$ cat config.mk
export PLATFORM = sky130hd
export DESIGN_NAME = alu_issue_decoder
export DESIGN_NICKNAME = d
export VERILOG_FILES = /design/src/rtl/alu_issue_decoder.sv
export SDC_FILE = /design/constraint.sdc
export NUM_CORES = 1
export LEC_CHECK = 0
export ABC_AREA = 1
export CAP_MARGIN = 10
export CELL_PAD_IN_SITES_DETAIL_PLACEMENT = 2
export CELL_PAD_IN_SITES_GLOBAL_PLACEMENT = 2
export CORE_MARGIN = 10
export CORE_UTILIZATION = 23
export DETAILED_ROUTE_END_ITERATION = 16
export GPL_ROUTABILITY_DRIVEN = 0
export GPL_TIMING_DRIVEN = 0
export PLACE_DENSITY_LB_ADDON = 0.15
export SETUP_SLACK_MARGIN = 0.3
export SLEW_MARGIN = 10
export SYNTH_ARGS = -nofsm -noshare
export SYNTH_HDL_FRONTEND = slang
export SYNTH_SLANG_ARGS = --single-unit
$ cat constraint.sdc
create_clock -name clk -period 1.8 [get_ports clk]
set_clock_uncertainty 0.05 [all_clocks]
set_input_delay 0.36 -clock clk [delete_from_list [all_inputs] [get_ports clk]]
set_output_delay 0.36 -clock clk [all_outputs]
set_load 0.02 [all_outputs]
$ cat src/rtl/alu_issue_decoder.sv
// RV32 ALU issue decoder: decodes an instruction into an ALU control code plus operands
// and hands it downstream through a two-entry skid buffer.
module alu_issue_decoder (
  input  logic        clk,
  input  logic        reset,
  input  logic        in_valid,
  output logic        in_ready,
  input  logic [31:0] instr,
  input  logic [31:0] pc,
  input  logic [31:0] rs1_data,
  input  logic [31:0] rs2_data,
  output logic        out_valid,
  input  logic        out_ready,
  output logic [5:0]  alu_control,
  output logic [31:0] operand1,
  output logic [31:0] operand2,
  output logic        illegal,
  output logic [15:0] issue_count
);

  typedef enum logic [6:0] {
    OPC_OP     = 7'b0110011,
    OPC_OP_IMM = 7'b0010011,
    OPC_BRANCH = 7'b1100011,
    OPC_LUI    = 7'b0110111,
    OPC_AUIPC  = 7'b0010111
  } opcode_e;

  typedef struct packed {
    logic        illegal;
    logic [5:0]  ctrl;
    logic [31:0] op1;
    logic [31:0] op2;
  } entry_t;

  logic [6:0]  opcode;
  logic [2:0]  funct3;
  logic [6:0]  funct7;
  logic [31:0] imm_i;
  logic [31:0] imm_u;
  logic [31:0] shamt;
  logic [4:0]  unused_rd;

  assign opcode    = instr[6:0];
  assign funct3    = instr[14:12];
  assign funct7    = instr[31:25];
  assign imm_i     = {{20{instr[31]}}, instr[31:20]};
  assign imm_u     = {instr[31:12], 12'b0};
  assign shamt     = {27'b0, instr[24:20]};
  assign unused_rd = instr[11:7];

  logic        dec_ok;
  logic [5:0]  dec_ctrl;
  logic [31:0] dec_op1;
  logic [31:0] dec_op2;
  entry_t      dec;

  always_comb begin
    dec_ok   = 1'b0;
    dec_ctrl = 6'b111111;
    dec_op1  = 32'd0;
    dec_op2  = 32'd0;
    case (opcode)
      OPC_OP: begin
        dec_op1 = rs1_data;
        dec_op2 = rs2_data;
        case (funct7)
          7'b0000000: begin
            dec_ok = 1'b1;
            case (funct3)
              3'b000:  dec_ctrl = 6'b000010;
              3'b001:  dec_ctrl = 6'b000011;
              3'b100:  dec_ctrl = 6'b000101;
              3'b101:  dec_ctrl = 6'b000100;
              3'b110:  dec_ctrl = 6'b000001;
              3'b111:  dec_ctrl = 6'b000000;
              default: dec_ok   = 1'b0;
            endcase
          end
          7'b0100000: begin
            dec_ok = 1'b1;
            case (funct3)
              3'b000:  dec_ctrl = 6'b000110;
              3'b101:  dec_ctrl = 6'b000111;
              default: dec_ok   = 1'b0;
            endcase
          end
          7'b0000001: begin
            dec_ok   = 1'b1;
            dec_ctrl = {3'b010, funct3};
          end
          7'b0000101: begin
            dec_ok = 1'b1;
            case (funct3)
              3'b100:  dec_ctrl = 6'b100000;
              3'b101:  dec_ctrl = 6'b100010;
              3'b110:  dec_ctrl = 6'b100001;
              3'b111:  dec_ctrl = 6'b100011;
              default: dec_ok   = 1'b0;
            endcase
          end
          default: dec_ok = 1'b0;
        endcase
      end
      OPC_OP_IMM: begin
        dec_op1 = rs1_data;
        dec_op2 = imm_i;
        dec_ok  = 1'b1;
        case (funct3)
          3'b000: dec_ctrl = 6'b000010;
          3'b100: dec_ctrl = 6'b000101;
          3'b110: dec_ctrl = 6'b000001;
          3'b111: dec_ctrl = 6'b000000;
          3'b001: begin
            dec_op2  = shamt;
            dec_ctrl = 6'b000011;
            dec_ok   = (funct7 == 7'b0000000);
          end
          3'b101: begin
            dec_op2 = shamt;
            if (funct7 == 7'b0000000)      dec_ctrl = 6'b000100;
            else if (funct7 == 7'b0100000) dec_ctrl = 6'b000111;
            else                           dec_ok   = 1'b0;
          end
          default: dec_ok = 1'b0;
        endcase
      end
      OPC_BRANCH: begin
        dec_op1 = rs1_data;
        dec_op2 = rs2_data;
        dec_ok  = 1'b1;
        case (funct3)
          3'b000:  dec_ctrl = 6'b001000;
          3'b001:  dec_ctrl = 6'b001001;
          3'b100:  dec_ctrl = 6'b001010;
          3'b101:  dec_ctrl = 6'b001011;
          3'b110:  dec_ctrl = 6'b001100;
          3'b111:  dec_ctrl = 6'b001101;
          default: dec_ok   = 1'b0;
        endcase
      end
      OPC_LUI: begin
        dec_ok   = 1'b1;
        dec_ctrl = 6'b000010;
        dec_op2  = imm_u;
      end
      OPC_AUIPC: begin
        dec_ok   = 1'b1;
        dec_ctrl = 6'b000010;
        dec_op1  = pc;
        dec_op2  = imm_u;
      end
      default: dec_ok = 1'b0;
    endcase
    // Illegal words still flow downstream, but with a fixed code and zeroed operands
    if (!dec_ok) begin
      dec_ctrl = 6'b111111;
      dec_op1  = 32'd0;
      dec_op2  = 32'd0;
    end
  end

  assign dec = '{illegal: !dec_ok, ctrl: dec_ctrl, op1: dec_op1, op2: dec_op2};

  entry_t main_q;
  entry_t skid_q;
  logic   main_valid;
  logic   skid_valid;
  logic   in_xfer;
  logic   out_xfer;

  assign in_xfer  = in_valid && in_ready;
  assign out_xfer = main_valid && out_ready;

  always_ff @(posedge clk) begin
    if (!reset) begin
      main_q      <= '0;
      skid_q      <= '0;
      main_valid  <= 1'b0;
      skid_valid  <= 1'b0;
      in_ready    <= 1'b0;
      issue_count <= 16'd0;
    end else begin
      if (out_xfer) issue_count <= issue_count + 16'd1;
      // Main slot is free this edge: refill from skid first to preserve order
      if (!main_valid || out_ready) begin
        in_ready <= 1'b1;
        if (skid_valid) begin
          main_q     <= skid_q;
          main_valid <= 1'b1;
          skid_valid <= 1'b0;
        end else if (in_xfer) begin
          main_q     <= dec;
          main_valid <= 1'b1;
        end else begin
          main_valid <= 1'b0;
        end
      end else if (in_xfer) begin
        skid_q     <= dec;
        skid_valid <= 1'b1;
        in_ready   <= 1'b0;
      end else begin
        in_ready <= !skid_valid;
      end
    end
  end

  assign out_valid   = main_valid;
  assign alu_control = main_q.ctrl;
  assign operand1    = main_q.op1;
  assign operand2    = main_q.op2;
  assign illegal     = main_q.illegal;

endmodule

==> flow_metrics.tcl, run 1 <==
set metrics [dict create \
    rrSetupSlack_ns 0.14 \
    grt_use_total 0.191 \
    synth_nets 1428 \
    io_pins 221 \
    grtUsageMet1 0.234 \
    maxCapViolations 0 \
    first_pass_iters 4 \
    clockBufferDepth 2 \
    rows 69 \
    dr_total_vias 9985 \
    p_per_area_nw_per_um2 625 \
    die_w_um 209 \
    cp.arrival_ns 2.01 \
    relSlewSlack 0.528 \
    initial_core_util 0.233 \
    met2_usage 0.340 \
    ir_drop_uv 660 \
    critPathLaunchType "input pin" \
    leakage_uw 0.00678 \
    ys_ff_latch 161 \
    max_stage_delay_ns 0.17 \
    area_delta_synth_final_pct 69.7 \
    worstPathRequired_ns 2.13 \
    cts-root-buf "clkbuf_16" \
    crit_fanout 6 \
    finalCriticalPeriod_ns 1.68 \
    die_h_um 209 \
    cp-startpoint "instr[27]" \
    endpoint_kind "register" \
    wl_per_cell_um 21.2 \
    final_cell_mix "nand2_1, dfxtp_1, nor2_1" \
    core_area_um2 35500 \
    drive_above_1_share 0.281 \
    r2r-start "out_valid" \
    fin_util 0.395 \
    antenna_found_initial 1 \
    place_ws_ns -1.25 \
    crit_slowest_cell "nor2_4" \
    top_usage_layer "met2" \
    min-delay-start "instr[29]" \
    cts_tree "built" \
    hold_path_class "input pin to register" \
    final_cells 2082 \
    overflow 0 \
    first_iter_violations 422 \
    grt_max_degree 18 \
    syn_area_per_cell_um2 6.40 \
    synthCells 1290 \
    path_class "input pin to register" \
    power.total_uw 8750 \
    totalWireLength_mm 44.0 \
    grt_pass1_wl_mm 65.0 \
    critPathCapture "skid_q[1]" \
    tightest_slew_ns 0.707 \
    synth_seq_area_share 0.390 \
    cp_cell_sequence "buf_8, nor2_4, nand3_2, inv_2, nor2_4, nand2_4, nand3_4, nand3b_4, buf_12, buf_12, nand2_4, buf_4, a21oi_1" \
    status "complete, no violations" \
    cts.sinks 161 \
    clock.fmax_ghz 0.596 \
    rsz0062_at_grt "yes" \
    insertion_delay_ns 0.45 \
    r2r-end "operand2[13]" \
    drtAntennaViolNets 0 \
    grt_pass1_vias 10700 \
    ys_warn_count 0 \
    dp.cells 1966 \
    n_antenna_cell 0 \
    final_common_cell "nand2_1" \
    syn_area_um2 8260 \
    clkSlewWorstSetupHoldPaths_ns 0.07 \
    period_share 0.933 \
    die-area_um2 43900 \
    setup_viol 0 \
    synth_cell_types 36 \
    layout.nets 1746 \
    r2r_cells 10 \
    vias_per_cell 4.80 \
    setup-tns-final_ns 0 \
    cts-hold-fix-buffers 0 \
    port_buffers 215 \
    route.detailed.drc 0 \
    ctsHtreeMaxLevel 4 \
    slew_viol_final 0 \
    use_met3 0.0301 \
    numCtsBuffers 17 \
    setup_ws_ns 0.121 \
    hold_violations 0 \
    dp_hpwl_mm 31.9 \
]
[state kept, by name (all words and copies together), names as in the netlist]
signal and cells:
issue_count 16, skid_q 71, operand1 32, illegal 1, operand2 32, out_valid 1
skid_valid 1, in_ready 1, alu_control 6
[cell type report]
class	count	area [um^2]
Clock buffer	18	450
Inverter	61	258
Multi-Input combinational cell	978	5360
Sequential cell	161	3240
Clock inverter	14	159
Buffer	88	945
Tap cell	461	577
Fill cell	4045	21500
Timing Repair Buffer	301	3020
[cells in the mapped netlist, drive strengths merged]
master / instances / area (um^2)
dfxtp: 161 / 3220
xor2: 1 / 8.76
nand2: 387 / 1490
a41oi: 1 / 8.76
clkinv: 1 / 3.75
a211oi: 1 / 7.51
o21a: 2 / 15.0
o211ai: 20 / 150
nor4: 1 / 6.26
a21oi: 155 / 791
nor2: 183 / 722
o21ai: 124 / 621
nand3: 85 / 435
nor3: 3 / 20.0
ha: 6 / 75.1
nand4: 4 / 25.0
nand3b: 1 / 20.0
inv: 60 / 225
o22ai: 1 / 6.26
and3: 1 / 6.26
buf: 29 / 160
clkbuf: 61 / 229
or2: 2 / 12.5
[worst min path at each step]
stage	end	slack, ns	cells past startpoint
6_report	skid_q[9]	0.39	5
5_1_grt	skid_q[6]	0.41	5
4_1_cts	skid_q[13]	0.34	5
3_5_place_dp	operand1[21]	0.41	2
3_3_place_gp	operand2[1]	0.40	2
2_1_floorplan	skid_q[64]	0.42	2
[repair_timing]
item,4_1_cts,5_1_grt
gates cloned,5,8
endpoints found under the setup margin,246,245
pin swaps,57,61
resized for setup,436,209
buffers inserted,47,26
[where the power goes]
group / switching [uW] / leakage, uW / internal (uW)
sequential: 30.3 / 0.00130 / 3600
combinational: 638 / 0.00518 / 583
clock: 1840 / 0.000294 / 2060
total: 2510 / 0.00678 / 6250
[worst max-delay path: cells and delay by family]
kind                   cells  cell delay [ns]
buffers and inverters      5             0.69
and+or+nand+nor            7             0.80
AOI/OAI and AO/OA          1             0.13
[metrics by stage]
| stage | hold slack [ns] | instance area, um^2 |
|---|---|---|
| final | 0.390 | 14000 |
| after global routing | 0.411 | 14000 |
| after CTS | 0.338 | 13100 |
| after detailed placement | 0.408 | 11300 |
| after global placement | 0.404 | 11300 |
| after floorplan | 0.416 | 8530 |
[cell families (layout without fill, tap and decap cells)]
kind of cell,Yosys count,count (layout),synth area share
xor+xnor,1,1,0.00106
fa+ha+maj,6,6,0.00909
compound gates,304,304,0.194
buf+inv,151,482,0.0749
simple gates,667,667,0.331
flops,161,161,0.390
[routing by layer]
layer  routed length (um)  vias up
met1                19300     4950
met2                22700      154
li1                     -     4851
met5                    0        -
met4                  524        0
met3                 1500       30
Power figures use the tool's default switching activity.
==> run 2: changes to the inputs <==
--- a/config.mk
+++ b/config.mk
@@ -10,7 +10,7 @@
 export CELL_PAD_IN_SITES_DETAIL_PLACEMENT = 2
 export CELL_PAD_IN_SITES_GLOBAL_PLACEMENT = 2
 export CORE_MARGIN = 10
-export CORE_UTILIZATION = 23
+export CORE_UTILIZATION = 27
 export DETAILED_ROUTE_END_ITERATION = 16
 export GPL_ROUTABILITY_DRIVEN = 0
 export GPL_TIMING_DRIVEN = 0
==> constraint.sdc (replaced) <==
create_clock -name clk -period 2.1 [get_ports clk]
set_clock_uncertainty 0.05 [all_clocks]
set_input_delay 0.42 -clock clk [delete_from_list [all_inputs] [get_ports clk]]
set_output_delay 0.42 -clock clk [all_outputs]
set_load 0.02 [all_outputs]
==> run 2 against run 1 <==
Clock power fell by 14%. Global-route usage is 1.4 points higher. Critical endpoint is now operand2[9]. Count of clock-buffer cells in the layout stayed put. Non-clock buffer count fell by 33. First-iteration DRC count did not move. Critical path type unchanged.
==> flow_metrics.tcl, run 2 (synthesis results as in run 1) <==
set metrics [dict create \
    status "complete, no violations" \
    rrSetupSlack_ns 0.33 \
    critPathTopFamily "simple AND/OR/NAND/NOR gates" \
    p_per_area_nw_per_um2 571 \
    numCtsBuffers 17 \
    antenna_found_initial 1 \
    port_buffers 215 \
    slew_viol_final 0 \
    rows 63 \
    grt_pass1_wl_mm 62.2 \
    finalCriticalPeriod_ns 1.88 \
    hold_violations 0 \
    dr_wl_met2_mm 21.9 \
    ctsHtreeMaxLevel 4 \
    cp.buffers_inverters 5 \
    layout.nets 1713 \
    power.internal_uw 5260 \
    core_area_um2 29900 \
    die_h_um 195 \
    clock.fmax_ghz 0.533 \
    holdWs_ns 0.304 \
    overflow 0 \
    vias_per_cell 4.98 \
    cp.arrival_ns 2.12 \
    cts_tree "built" \
    die_w_um 195 \
    cts.sinks 161 \
    top_layer "met4" \
    crit_fanout 5 \
    die-area_um2 38000 \
    totalWireLength_mm 42.1 \
    p_seq_frac 0.423 \
    cp_cell_sequence "buf_8, nor2_4, nand2_2, nor2_4, nand2_2, nand2_2, inv_2, nand3_4, nand3b_4, buf_8, buf_12, buf_16, nand2_4, nand2_1, nand2_2, a21oi_2" \
    fin_util 0.432 \
    cts-root-buf "clkbuf_16" \
    clockBufferDepth 2 \
    first_iter_violations 422 \
    area_delta_synth_final_pct 56.3 \
    hold_path_class "input pin to register" \
    drtAntennaViolNets 0 \
    rsz0062_at_grt "yes" \
    leakage_uw 0.00627 \
    cts-hold-fix-buffers 0 \
    final_common_cell "nand2_1" \
    final_cell_mix "nand2_1, nor2_1, dfxtp_1" \
    wl_met1_mm 17.9 \
    first_pass_iters 5 \
    initial_core_util 0.276 \
    combPwrFrac 0.121 \
    dr_total_vias 9864 \
    top_register "skid_q" \
    worstPathRequired_ns 2.35 \
    tightest_slew_ns 0.648 \
    largest_reg_flops 71 \
    endpoint_kind "register" \
    grt_use_total 0.204 \
    ir_drop_uv 513 \
    critPathLaunchType "input pin" \
    grt_max_degree 19 \
    crit_slowest_cell "nor2_4" \
    relSlewSlack 0.568 \
    max_stage_delay_ns 0.20 \
    insertion_delay_ns 0.44 \
    maxCapViolations 0 \
    crit_path_frequent_cell "nand2_2" \
    route.detailed.drc 0 \
    wl_met3_mm 1.72 \
    period_share 0.894 \
    switchingPower_uw 2110 \
    path_class "input pin to register" \
    clkPwrFrac 0.456 \
    clkSlewWorstSetupHoldPaths_ns 0.08 \
    setup_viol 0 \
    wl_per_cell_um 21.3 \
    grt_pass1_vias 10800 \
    switching_share 0.287 \
    dp_hpwl_mm 30.2 \
    io_pins 221 \
    drive_above_1_share 0.213 \
]
-- run 2: cell count changes in the layout (fill, tap and decap cells not counted), moves of 16 or more --
cell | before | now
buf_4 | 61 | 44
nand2_1 | 291 | 322
nand2_2 | 60 | 43
o21ai_0 | 99 | 115
-- run 2: routing by layer --
| metal | vias to the layer above | track usage |
|---|---|---|
| met2 | 176 | 0.369 |
| met1 | 4884 | 0.243 |
| met5 | - | 0 |
| met3 | 28 | 0.0394 |
| li1 | 4776 | - |
| met4 | 0 | 0.0451 |
-- run 2: power by group through the flow --
| stage | registers (uW) | logic, uW | clock network, uW |
|---|---|---|---|
| floorplan | 3200 | 292 | 0 |
| global placement | 3180 | 754 | 0 |
| detailed placement | 3180 | 768 | 0 |
| CTS | 3110 | 839 | 3390 |
| global route | 3120 | 971 | 3550 |
| finish | 3120 | 893 | 3360 |
-- run 2: area by class of cell --
| type | count | area [um^2] |
|---|---|---|
| clock inverters | 14 | 179 |
| plain buffers | 89 | 672 |
| well taps | 390 | 488 |
| clock buffers | 18 | 439 |
| repair buffers | 267 | 2540 |
| flip-flops and latches | 161 | 3230 |
| inverters | 61 | 251 |
| multi-input cells | 978 | 5100 |
| diodes | 1 | 2.50 |
| fillers | 3506 | 17000 |
-- run 2: through the flow --
step                      cell area [um^2]  setup TNS, ns  cells  setup slack (ns)  total power [uW]
after global routing                 12900              0   1978             0.153              7640
after floorplan                       8310              0   1290             0.304              3490
final                                12900              0   1979             0.222              7370
after detailed placement             11000        -144.10   1895             -1.13              3950
after CTS                            12200              0   1957             0.284              7350
after global placement               11000        -134.46   1895             -1.08              3940
-- run 2: worst paths after layout --
path,from,end,cells after the start
setup reg to reg,out_valid,skid_q[70],9
setup / recovery,instr[31],operand2[9],16
hold / removal,out_ready,in_ready,3
hold reg to reg,operand1[6],operand1[6],2
-- run 2: repair_timing --
action | in CTS | in global routing
endpoints found under the setup margin | 241 | 143
pin swaps | 34 | 40
buffers inserted | 30 | 18
cloned | 1 | 3
resized for setup | 327 | 174
-- run 2: worst min-delay path: cells and delay by family --
kind                   cells  cell delay, ns
AND/OR/NAND/NOR            1            0.07
AO/OA/AOI/OAI              1            0.12
buffers and inverters      1            0.13
